### src/rtl/hs_angle_fetch.sv
`default_nettype none
// ============================================================================
// Module      : hs_angle_fetch
// Description : Pulls angles from the host over the next/ack/has-next
//               handshake, buffers them and streams them downstream.
// Revision    : 1.0 - initial release
// ============================================================================
module hs_angle_fetch #(
    parameter int FIFO_DEPTH   = 4,
    parameter int COUNT_LENGTH = 8,
    parameter int ANGLE_LENGTH = 16
) (
    input  logic                    clk,
    input  logic                    reset,
    input  logic                    start,
    input  logic [ANGLE_LENGTH-1:0] hs_angle,
    input  logic                    hs_next_angle_ack,
    input  logic                    hs_has_next_angle,
    output logic                    hs_next_angle,
    output logic [ANGLE_LENGTH-1:0] angle_data,
    output logic                    angle_last,
    output logic                    angle_valid,
    input  logic                    angle_ready,
    output logic [COUNT_LENGTH-1:0] angle_count,
    output logic                    busy,
    output logic                    done
);

    localparam int c_PTR_W = (FIFO_DEPTH > 1) ? $clog2(FIFO_DEPTH) : 1;
    localparam int c_CNT_W = c_PTR_W + 1;

    typedef enum logic [1:0] {
        ST_IDLE  = 2'd0,
        ST_FETCH = 2'd1,
        ST_DRAIN = 2'd2,
        ST_DONE  = 2'd3
    } state_t;

    state_t                   state_q, state_d;
    logic [c_PTR_W-1:0]       wr_ptr_q, wr_ptr_d;
    logic [c_PTR_W-1:0]       rd_ptr_q, rd_ptr_d;
    logic [c_CNT_W-1:0]       fifo_cnt_q, fifo_cnt_d;
    logic [COUNT_LENGTH-1:0]  angle_count_q, angle_count_d;
    logic                     busy_q, busy_d;
    logic                     done_q, done_d;

    // Each entry is {last, angle}
    logic [ANGLE_LENGTH:0]    mem_q [FIFO_DEPTH];

    logic                     w_space;
    logic                     w_req;
    logic                     w_push;
    logic                     w_push_last;
    logic                     w_pop;
    logic                     w_valid;

    always_comb begin
        w_valid     = (fifo_cnt_q != '0);
        // Space is judged on the pre-pop level: no full-FIFO bypass.
        w_space     = (fifo_cnt_q < c_CNT_W'(FIFO_DEPTH));
        w_pop       = w_valid && angle_ready;
        w_req       = (state_q == ST_FETCH) && w_space && hs_has_next_angle;
        w_push_last = (state_q == ST_FETCH) && w_space && !hs_has_next_angle;
        w_push      = w_push_last || (w_req && hs_next_angle_ack);
    end

    always_comb begin
        state_d       = state_q;
        wr_ptr_d      = wr_ptr_q;
        rd_ptr_d      = rd_ptr_q;
        fifo_cnt_d    = fifo_cnt_q;
        angle_count_d = angle_count_q;

        if (w_push) begin
            wr_ptr_d = wr_ptr_q + c_PTR_W'(1);
        end
        if (w_pop) begin
            rd_ptr_d      = rd_ptr_q + c_PTR_W'(1);
            angle_count_d = angle_count_q + COUNT_LENGTH'(1);
        end

        case ({w_push, w_pop})
            2'b10:   fifo_cnt_d = fifo_cnt_q + c_CNT_W'(1);
            2'b01:   fifo_cnt_d = fifo_cnt_q - c_CNT_W'(1);
            default: fifo_cnt_d = fifo_cnt_q;
        endcase

        case (state_q)
            ST_IDLE: begin
                if (start) begin
                    state_d       = ST_FETCH;
                    angle_count_d = '0;
                end
            end
            ST_FETCH: begin
                if (w_push_last) begin
                    state_d = ST_DRAIN;
                end
            end
            ST_DRAIN: begin
                if (w_pop && (fifo_cnt_q == c_CNT_W'(1))) begin
                    state_d = ST_DONE;
                end
            end
            default: begin
                state_d = ST_DONE;
            end
        endcase

        busy_d = (state_d == ST_FETCH) || (state_d == ST_DRAIN);
        done_d = (state_d == ST_DONE);
    end

    always_ff @(posedge clk) begin
        if (reset) begin
            state_q       <= ST_IDLE;
            wr_ptr_q      <= '0;
            rd_ptr_q      <= '0;
            fifo_cnt_q    <= '0;
            angle_count_q <= '0;
            busy_q        <= 1'b0;
            done_q        <= 1'b0;
        end else begin
            state_q       <= state_d;
            wr_ptr_q      <= wr_ptr_d;
            rd_ptr_q      <= rd_ptr_d;
            fifo_cnt_q    <= fifo_cnt_d;
            angle_count_q <= angle_count_d;
            busy_q        <= busy_d;
            done_q        <= done_d;
        end
    end

    // Storage needs no reset: the head is masked whenever the FIFO is empty.
    always_ff @(posedge clk) begin
        if (!reset && w_push) begin
            mem_q[wr_ptr_q] <= {w_push_last, hs_angle};
        end
    end

    assign hs_next_angle = w_req;
    assign angle_valid   = w_valid;
    assign angle_data    = w_valid ? mem_q[rd_ptr_q][ANGLE_LENGTH-1:0] : '0;
    assign angle_last    = w_valid ? mem_q[rd_ptr_q][ANGLE_LENGTH] : 1'b0;
    assign angle_count   = angle_count_q;
    assign busy          = busy_q;
    assign done          = done_q;

endmodule
`default_nettype wire

### config.mk
export PLATFORM = sky130hd
export DESIGN_NAME = hs_angle_fetch
export DESIGN_NICKNAME = d
export VERILOG_FILES = /design/src/rtl/hs_angle_fetch.sv
export SDC_FILE = /design/constraint.sdc
export NUM_CORES = 1
export LEC_CHECK = 0
export ABC_AREA = 1
export BUFFER_PORTS_ARGS = -buffer_cell sky130_fd_sc_hd__buf_2
export CORE_MARGIN = 1
export CORE_UTILIZATION = 45
export DETAILED_ROUTE_END_ITERATION = 6
export GPL_ROUTABILITY_DRIVEN = 0
export PLACE_DENSITY = 0.79
export SETUP_SLACK_MARGIN = 0.1
export SYNTH_ARGS = -nofsm -noshare
export SYNTH_HDL_FRONTEND = slang
export SYNTH_SLANG_ARGS = --single-unit
export TNS_END_PERCENT = 20
### constraint.sdc
create_clock -name clk -period 2.1 [get_ports clk]
set_clock_uncertainty 0.15 [all_clocks]
set_input_delay 0.525 -clock clk [delete_from_list [all_inputs] [get_ports clk]]
set_output_delay 0.525 -clock clk [all_outputs]
set_load 0.01 [all_outputs]
# Word level (Yosys, flattened, before mapping)
# Memories as Yosys holds them, arrays and structs flattened. A register that Yosys moved wholly into a read port is not among the register bits.
# Index checks and enable logic that the tools add are counted.
[word_totals] register_bits=19 ram_bits=68 output_inout_bits=29 word_cells=50 mem_count=1
[memory_table] memory="mem_q" depth=4 width=17 rd=1 rd_ports_with_merged_regs=1 wr=1 line="48" rtl="logic [ANGLE_LENGTH:0] mem_q [FIFO_DEPTH];"
[op_classes] add_sub_neg=5 magnitude_cmp=1 eq_ne=8 n_mux=14 reduce_logical=14
[op_table] op="8-bit 2-to-1 mux" n=3
[op_table] op="16-bit 2-to-1 mux" n=1
[op_table] op="2-bit 2-to-1 mux" n=5
[op_table] op="8-bit by 1-bit adder with 8-bit output (second input constant)" n=1
[op_table] op="2-bit equality test (second input constant)" n=4
[op_table] op="1-bit logical AND" n=7
[op_table] op="2-bit by 1-bit equality test with 1-bit output (second input constant)" n=3
[op_table] op="2-bit one-hot mux with 3 select lines" n=1
[op_table] op="3-bit one-hot mux with 2 select lines" n=1
[op_table] op="2-bit by 1-bit adder with 2-bit output (second input constant)" n=2
[op_table] op="3-bit by 1-bit adder with 3-bit output (second input constant)" n=1
[op_table] op="3-bit by 1-bit equality test with 1-bit output (second input constant)" n=1
[op_table] op="3-bit < comparator (second input constant)" n=1
[op_table] op="1-bit 2-to-1 mux" n=3
[op_table] op="3-bit nonzero test" n=1
[op_table] op="3-bit by 1-bit subtractor with 3-bit output (second input constant)" n=1
[op_table] op="1-bit logical NOT" n=2
[op_table] op="2-bit logical NOT" n=1
[op_table] op="1-bit logical OR" n=2
[op_table] op="2-bit nonzero test" n=1

# Depth between registers and ports, before layout
# Gate-level depths: netlist (run 1).
[logic_depth] ltp_word=8 mapped_depth=12

# Least setup slack after synthesis (run 1)
# Ideal clock, no wire load.
[synth_path] path_type="input port to flip-flop" from="input hs_has_next_angle" to="memory mem_q[0][0] (netlist bit), enable pin" setup_ns=0.391 arrival_ns=1.638 t_required_ns=1.559 slack_ns=-0.078 cell_stages=5 path_cell_list="inv_1 > nor2_1 > nor2_4 > nand2_2 > nor2_1"
[synth_between] elab_chain_cells=6
[synth_lines] item="from (decl)" line="18" rtl="input logic hs_has_next_angle,"
[synth_lines] item="1-bit logical NOT or 1-bit logical AND (tied branches)" line="63, 62"
[synth_lines] item="1-bit logical AND, on equally long branches" line="63, 64"
[synth_lines] item="1-bit logical OR (*)" line="64" rtl="w_push = w_push_last || (w_req && hs_next_angle_ack);"
[synth_lines] item="1-bit logical AND (*)" line="136" rtl="if (!reset && w_push) begin"
[synth_lines] item="1-bit 2-to-1 mux (*)" line="136"
[synth_lines] item="1-bit 2-to-1 mux (implied by the code) (*)" line="137" rtl="mem_q[wr_ptr_q] <= {w_push_last, hs_angle};"
[synth_lines] item="to (decl)" line="48"
# Every way passes the cells marked *; elsewhere a longest branch is shown, timed or not.

==> results of run 1 <==
-- metrics by stage --
stage	total power, W	instance area, um2	TNS [ns]
final	0.00537	4660	-0.244
after detailed placement	0.00359	4200	0
after global routing	0.00568	4660	-1.97
after global placement	0.00354	4200	0
after floorplan	0.00307	3750	-5.31
after CTS	0.00533	4610	-0.443
-- cell type report --
cell class,instances,area [um2]
repair buffers,65,497
flip-flops and latches,89,2470
well taps,102,128
clock inverters,7,101
clock buffers,9,124
multi-input cells,217,1220
fillers,628,3230
diodes,1,2.50
inverters,27,116
-- sequential cells by signal (all words and copies together), names as in the netlist, named ones only --
register and count:
angle_count 8, busy 1, done 1, fifo_cnt_q 3, mem_q 68, rd_ptr_q 2, state_q 2, wr_ptr_q 2
-- cells by family after synthesis --
kind of cell,Yosys count,share of synthesized area [%]
simple gates,131,15.3
xor+xnor,2,0.467
buf+inv,39,5.13
flops,89,65.6
compound gates,73,9.90
fa+ha+maj,11,3.67
-- cell usage in the layout (no fill, tap or decap), types with 2 or more instances in the layout --
cell type / count
nor2_1: 95
edfxtp_1: 68
buf_2: 47
o21ai_1: 36
nand2_1: 21
dfxtp_1: 18
inv_1: 16
a21oi_2: 14
a21oi_1: 12
ha_1: 9
clkbuf_8: 9
buf_12: 7
inv_2: 6
buf_4: 6
nor2_2: 5
inv_4: 4
o21ai_2: 4
inv_6: 3
a21oi_4: 3
o21ai_0: 3
nand3_1: 3
buf_6: 3
xor2_1: 2
bufinv_16: 2
dfxtp_2: 2
-- power by group through the flow --
stage	Combinational (W)	Clock (W)	Sequential [W]
2_1_floorplan	0.00100	0	0.00207
3_3_place_gp	0.00146	0	0.00208
3_5_place_dp	0.00150	0	0.00208
4_1_cts	0.00193	0.00133	0.00206
5_1_grt	0.00219	0.00141	0.00208
6_report	0.00200	0.00130	0.00207
-- timing repair --
item | 4_1_cts | 5_1_grt
hold buffers | 0 | 0
cloned | 1 | 0
pin swaps | 1 | 0
gates resized for setup | 39 | 13
buffers inserted | 4 | 0
setup endpoints to repair | 18 | 19
-- layer usage --
| layer | track usage [%] | up-vias | part of all wire, % |
|---|---|---|---|
| met5 | 0 | - | 0 |
| met4 | 6.79 | 0 | 1.1 |
| met3 | 6.26 | 10 | 5.9 |
| met2 | 31.9 | 68 | 50 |
| met1 | 21.0 | 1179 | 43 |
| li1 | - | 1299 | - |
-- worst paths after layout --
check / startpoint / endpoint / cells after the start
hold / removal: hs_angle[9] / mem_q[2][9]$_DFFE_PP_ / 1
setup / recovery: flip-flop / angle_data[3] / 6
hold reg to reg: rd_ptr_q[0]$_SDFFE_PP0P_ / rd_ptr_q[0]$_SDFFE_PP0P_ / 1
setup reg to reg: fifo_cnt_q[1]$_SDFFE_PP0P_ / fifo_cnt_q[2]$_SDFFE_PP0P_ / 11
-- critical path: stages, from the launching register on --
cell and delay [ns]:
dfxtp_4 0.41, buf_12 0.17, nor2_1 0.06, nor2_1 0.11, o21ai_2 0.09, a21oi_4 0.17, buf_6 0.12
==> results.py, run 1 <==
metrics = {
    "floorplanning": {
        "core_mm2": 0.00789,
        "die_h_um": 93.3,
        "dieArea_mm2": 0.00871,
        "die_x_um": 93.3,
        "initial_utilization_pct": 47.6,
        "num_rows": 32,
        "io_pins": 51,
    },
    "timing": {
        "slew_viol_final": 0,
        "max_freq_ghz": 0.461,
        "hold_viol": 0,
        "grt_setup_unrepaired": "yes",
        "period_needed_ns": 2.17,
        "period_share_pct": 103,
        "worstMarginPinSlew_ns": 0.306,
        "hold_slack_ns": 0.229,
        "fin_ws_ns": -0.0700,
        "slew_headroom_pct": 79.6,
        "setup_violations": 10,
    },
    "place": {
        "pre_cts_ws_ns": 0.0669,
        "hpwl_mm": 4.59,
        "portBuffers": 50,
        "place_inst": 495,
    },
    "flow_run": {
        "cap_viol_max_count": 0,
    },
    "status": {
        "status": "finished with violations",
        "failed_checks": "negative setup slack",
    },
    "clocking": {
        "numCtsBuffers": 9,
        "cts_root_buffer": "clkbuf_8",
        "h-tree-depth": 3,
        "clk_path_buf_depth": 2,
        "tritoncts": "done",
        "clk-insertion-delay-late_ns": 0.35,
        "path_clk_slew_ns": 0.09,
        "clkSinkCount": 89,
    },
    "routing": {
        "vias_per_cell": 4.94,
        "first_pass_iters": 4,
        "drt_first_iter_violations": 82,
        "ant_nets": 0,
        "drt_wl_total_mm": 7.19,
        "drcViolationCount": 0,
        "routedWlPerCell_um": 13.9,
        "vias": 2556,
    },
    "global_routing": {
        "grt.total_usage_pct": 18.4,
        "grt_pass1_vias": 2536,
        "antenna_found_initial": 1,
        "grt_max_degree": 27,
        "grt_pass1_wl_mm": 11.7,
        "overflow": 0,
    },
    "yosys": {
        "yosys_warnings": 0,
        "netlist_area_mm2": 0.00375,
        "synthCells": 345,
        "synth_commonest_cells": "nor2_1, edfxtp_1, o21ai_1, a21oi_1",
        "synth_area_leader_cell": "edfxtp_1",
        "ys.flop_type": "edfxtp_1",
        "synthArstFlopShare_pct": 0,
        "seq_area_frac_synth_pct": 65.6,
        "synth_area_per_cell_um2": 10.9,
        "synth.most_common_cell": "nor2_1",
        "synth_enable_flop_cells": 68,
        "synth_top_area_share_pct": 54.4,
        "syn_nets": 378,
        "yosys-top-cells-area": "edfxtp_1, dfxtp_1, nor2_1",
        "synth-seq-cells": 89,
        "synth.distinct_cells": 25,
    },
    "power": {
        "p_sw_share_pct": 33.8,
        "seqPwrFrac_pct": 38.5,
        "clockPowerShare_pct": 24.2,
        "combPwrFrac_pct": 37.3,
        "cellLeakagePower_nw": 1.82,
        "power_switching_w": 0.00181,
        "peakVddDrop_mv": 0.677,
        "power.density_mw_per_mm2": 1150,
        "p_int_w": 0.00355,
    },
    "final_layout": {
        "layout.cells.non_filler": 517,
        "layout.nets": 442,
        "drive_above_1_share_pct": 31.6,
        "post-route-util_pct": 59.1,
        "area_delta_synth_final_pct": 24.1,
    },
    "worst_setup_path": {
        "crit_path_end_kind": "primary output",
        "path_class": "flip-flop to primary output",
        "worstPathMaxFanout": 22,
        "cp.required_ns": 1.42,
        "rrSetupSlack_ns": 0.22,
        "crit_path_start_kind": "flip-flop",
        "worst_ep_arrival_time_ns": 1.49,
    },
    "worst_hold_path": {
        "hold_class": "primary input to flip-flop",
    },
}
(Power assumes the default switching activity.)
==> run 2: changes to the inputs <==
Settings changed: SETUP_SLACK_MARGIN 0.1 to default, TNS_END_PERCENT 20 to default.
==> run 2 against run 1 <==
Hold slack lost 0.010 ns. Global-route usage increased by 0.37 points. Non-clock buffer count up 5. The run still ends with negative setup slack left.
==> results.py, run 2 (synthesis gave the netlist of run 1 again) <==
metrics = {
    "status": {
        "status": "finished with violations",
        "failed_checks": "negative setup slack",
    },
    "worst_setup_path": {
        "path_cells": "buf_12 -> clkbuf_16 -> nor2_2 -> nor2_1 -> o21ai_1 -> a21oi_2 -> buf_2",
        "critical_path_depth": 7,
        "crit_path_start_kind": "flip-flop",
        "path_class": "flip-flop to primary output",
        "cp_num_buf_inv": 3,
        "max_stage_delay_ns": 0.43,
        "worstPathMaxFanout": 6,
        "rrSetupSlack_ns": 0.18,
        "r2r-start": "fifo_cnt_q[1]$_SDFFE_PP0P_",
        "cp.required_ns": 1.42,
        "cp_top_family": "flip-flops",
        "crit_path_end_kind": "primary output",
        "slowest_stage": "dfxtp_4",
        "reg2reg_depth": 11,
        "reg2reg_to": "fifo_cnt_q[2]$_SDFFE_PP0P_",
        "worst_ep_arrival_time_ns": 1.53,
    },
    "routing": {
        "wl_met2_mm": 3.99,
        "routedWlPerCell_um": 14.9,
        "drcViolationCount": 0,
        "wl_met1_mm": 3.16,
        "ant_nets": 0,
        "vias": 2655,
        "drt_wl_total_mm": 7.79,
        "vias_per_cell": 5.09,
        "first_pass_iters": 4,
        "wl_met3_um": 541,
        "highest_layer": "met4",
        "drt_first_iter_violations": 121,
    },
    "timing": {
        "fin_ws_ns": -0.102,
        "slew_viol_final": 0,
        "hold_viol": 0,
        "worstMarginPinSlew_ns": 0.311,
        "max_freq_ghz": 0.454,
        "period_share_pct": 105,
        "grt_setup_unrepaired": "yes",
        "period_needed_ns": 2.20,
        "setup_violations": 17,
        "slew_headroom_pct": 79.3,
    },
    "power": {
        "cellLeakagePower_nw": 1.88,
        "total_power_w": 0.00565,
        "peakVddDrop_mv": 0.673,
        "power.density_mw_per_mm2": 1180,
    },
    "final_layout": {
        "drive_above_1_share_pct": 33.2,
        "multi_input_area_mm2": 0.00124,
        "top_register": "mem_q",
        "layout.nets": 447,
        "area_delta_synth_final_pct": 27.6,
        "n_fill_cell": 604,
        "final_common_cell": "nor2_1",
        "largest_reg_flops": 68,
        "regArea_mm2": 0.00247,
        "final_cell_mix": "nor2_1, edfxtp_1, buf_2",
        "post-route-util_pct": 60.7,
    },
    "global_routing": {
        "overflow": 0,
        "grt.total_usage_pct": 18.7,
        "grt_pass1_wl_mm": 12.0,
        "grt_max_degree": 27,
        "antenna_found_initial": 1,
        "grt_pass1_vias": 2552,
    },
    "floorplanning": {
        "die_x_um": 93.3,
        "die_h_um": 93.3,
        "core_mm2": 0.00789,
        "dieArea_mm2": 0.00871,
        "initial_utilization_pct": 47.6,
        "num_rows": 32,
        "io_pins": 51,
    },
    "clocking": {
        "cts_root_buffer": "clkbuf_8",
        "h-tree-depth": 3,
        "clk_path_buf_depth": 2,
        "tritoncts": "done",
        "numCtsBuffers": 9,
        "clk-insertion-delay-late_ns": 0.36,
        "path_clk_slew_ns": 0.09,
        "clkSinkCount": 89,
    },
    "worst_hold_path": {
        "holdCritStartpoint": "hs_angle[9]",
        "min_path_cells": 1,
        "holdPathEnd": "mem_q[2][9]$_DFFE_PP_",
        "hold_class": "primary input to flip-flop",
    },
    "place": {
        "portBuffers": 50,
        "hpwl_mm": 4.59,
    },
    "flow_run": {
        "cap_viol_max_count": 0,
    },
}
==> run 2: worst max path at each step <==
| stage | from | end | slack (ns) |
|---|---|---|---|
| detailed placement | fifo_cnt_q[0]$_SDFFE_PP0P_ | angle_last | 0.07 |
| global placement | fifo_cnt_q[0]$_SDFFE_PP0P_ | angle_last | 0.09 |
| floorplan | hs_has_next_angle | mem_q[0][0]$_DFFE_PP_ | -0.08 |
| global route | flip-flop | angle_data[14] | -0.19 |
| finish | flip-flop | angle_data[9] | -0.10 |
| CTS | flip-flop | angle_data[3] | -0.07 |
==> run 2: layout make-up <==
type                       instances  area share [%]
antenna                            1          0.0522
clock buffer                       9            2.59
clock inverter                     7            2.12
inverter                          27            2.48
multi-input combinational        217            25.9
sequential                        89            51.5
tap                              102            2.66
timing repair buffer              70            12.7
==> run 2: power by group <==
part | total [W] | internal [W] | switching, W
Clock | 0.00132 | 0.000684 | 0.000634
Combinational | 0.00226 | 0.00106 | 0.00120
Sequential | 0.00207 | 0.00199 | 0.0000818
Total | 0.00565 | 0.00373 | 0.00192
==> run 2: layer usage <==
| metal | vias up | track usage (%) |
|---|---|---|
| li1 | 1313 | - |
| met1 | 1241 | 21.4 |
| met2 | 91 | 32.7 |
| met3 | 10 | 6.26 |
| met4 | 0 | 6.67 |
| met5 | - | 0 |
==> run 2: timing repair <==
action / CTS / global route
buffers inserted: 4 / 1
setup endpoints to repair: 17 / 17
hold endpoints to repair: 0 / 0
hold buffers: 0 / 0
gates resized for setup: 41 / 20
pin swaps: 1 / 2
cloned: 2 / 3
==> run 2: stage by stage <==
step | setup slack [ns] | std cells | setup TNS, ns | cell area (um2) | hold slack, ns
6_report | -0.102 | 522 | -0.859 | 4790 | 0.218
5_1_grt | -0.187 | 521 | -2.52 | 4790 | 0.204
4_1_cts | -0.0749 | 517 | -0.464 | 4640 | 0.207
3_5_place_dp | 0.0669 | 495 | 0 | 4200 | 0.327
3_3_place_gp | 0.0940 | 495 | 0 | 4200 | 0.318
2_1_floorplan | -0.0782 | 345 | -5.31 | 3750 | 0.307
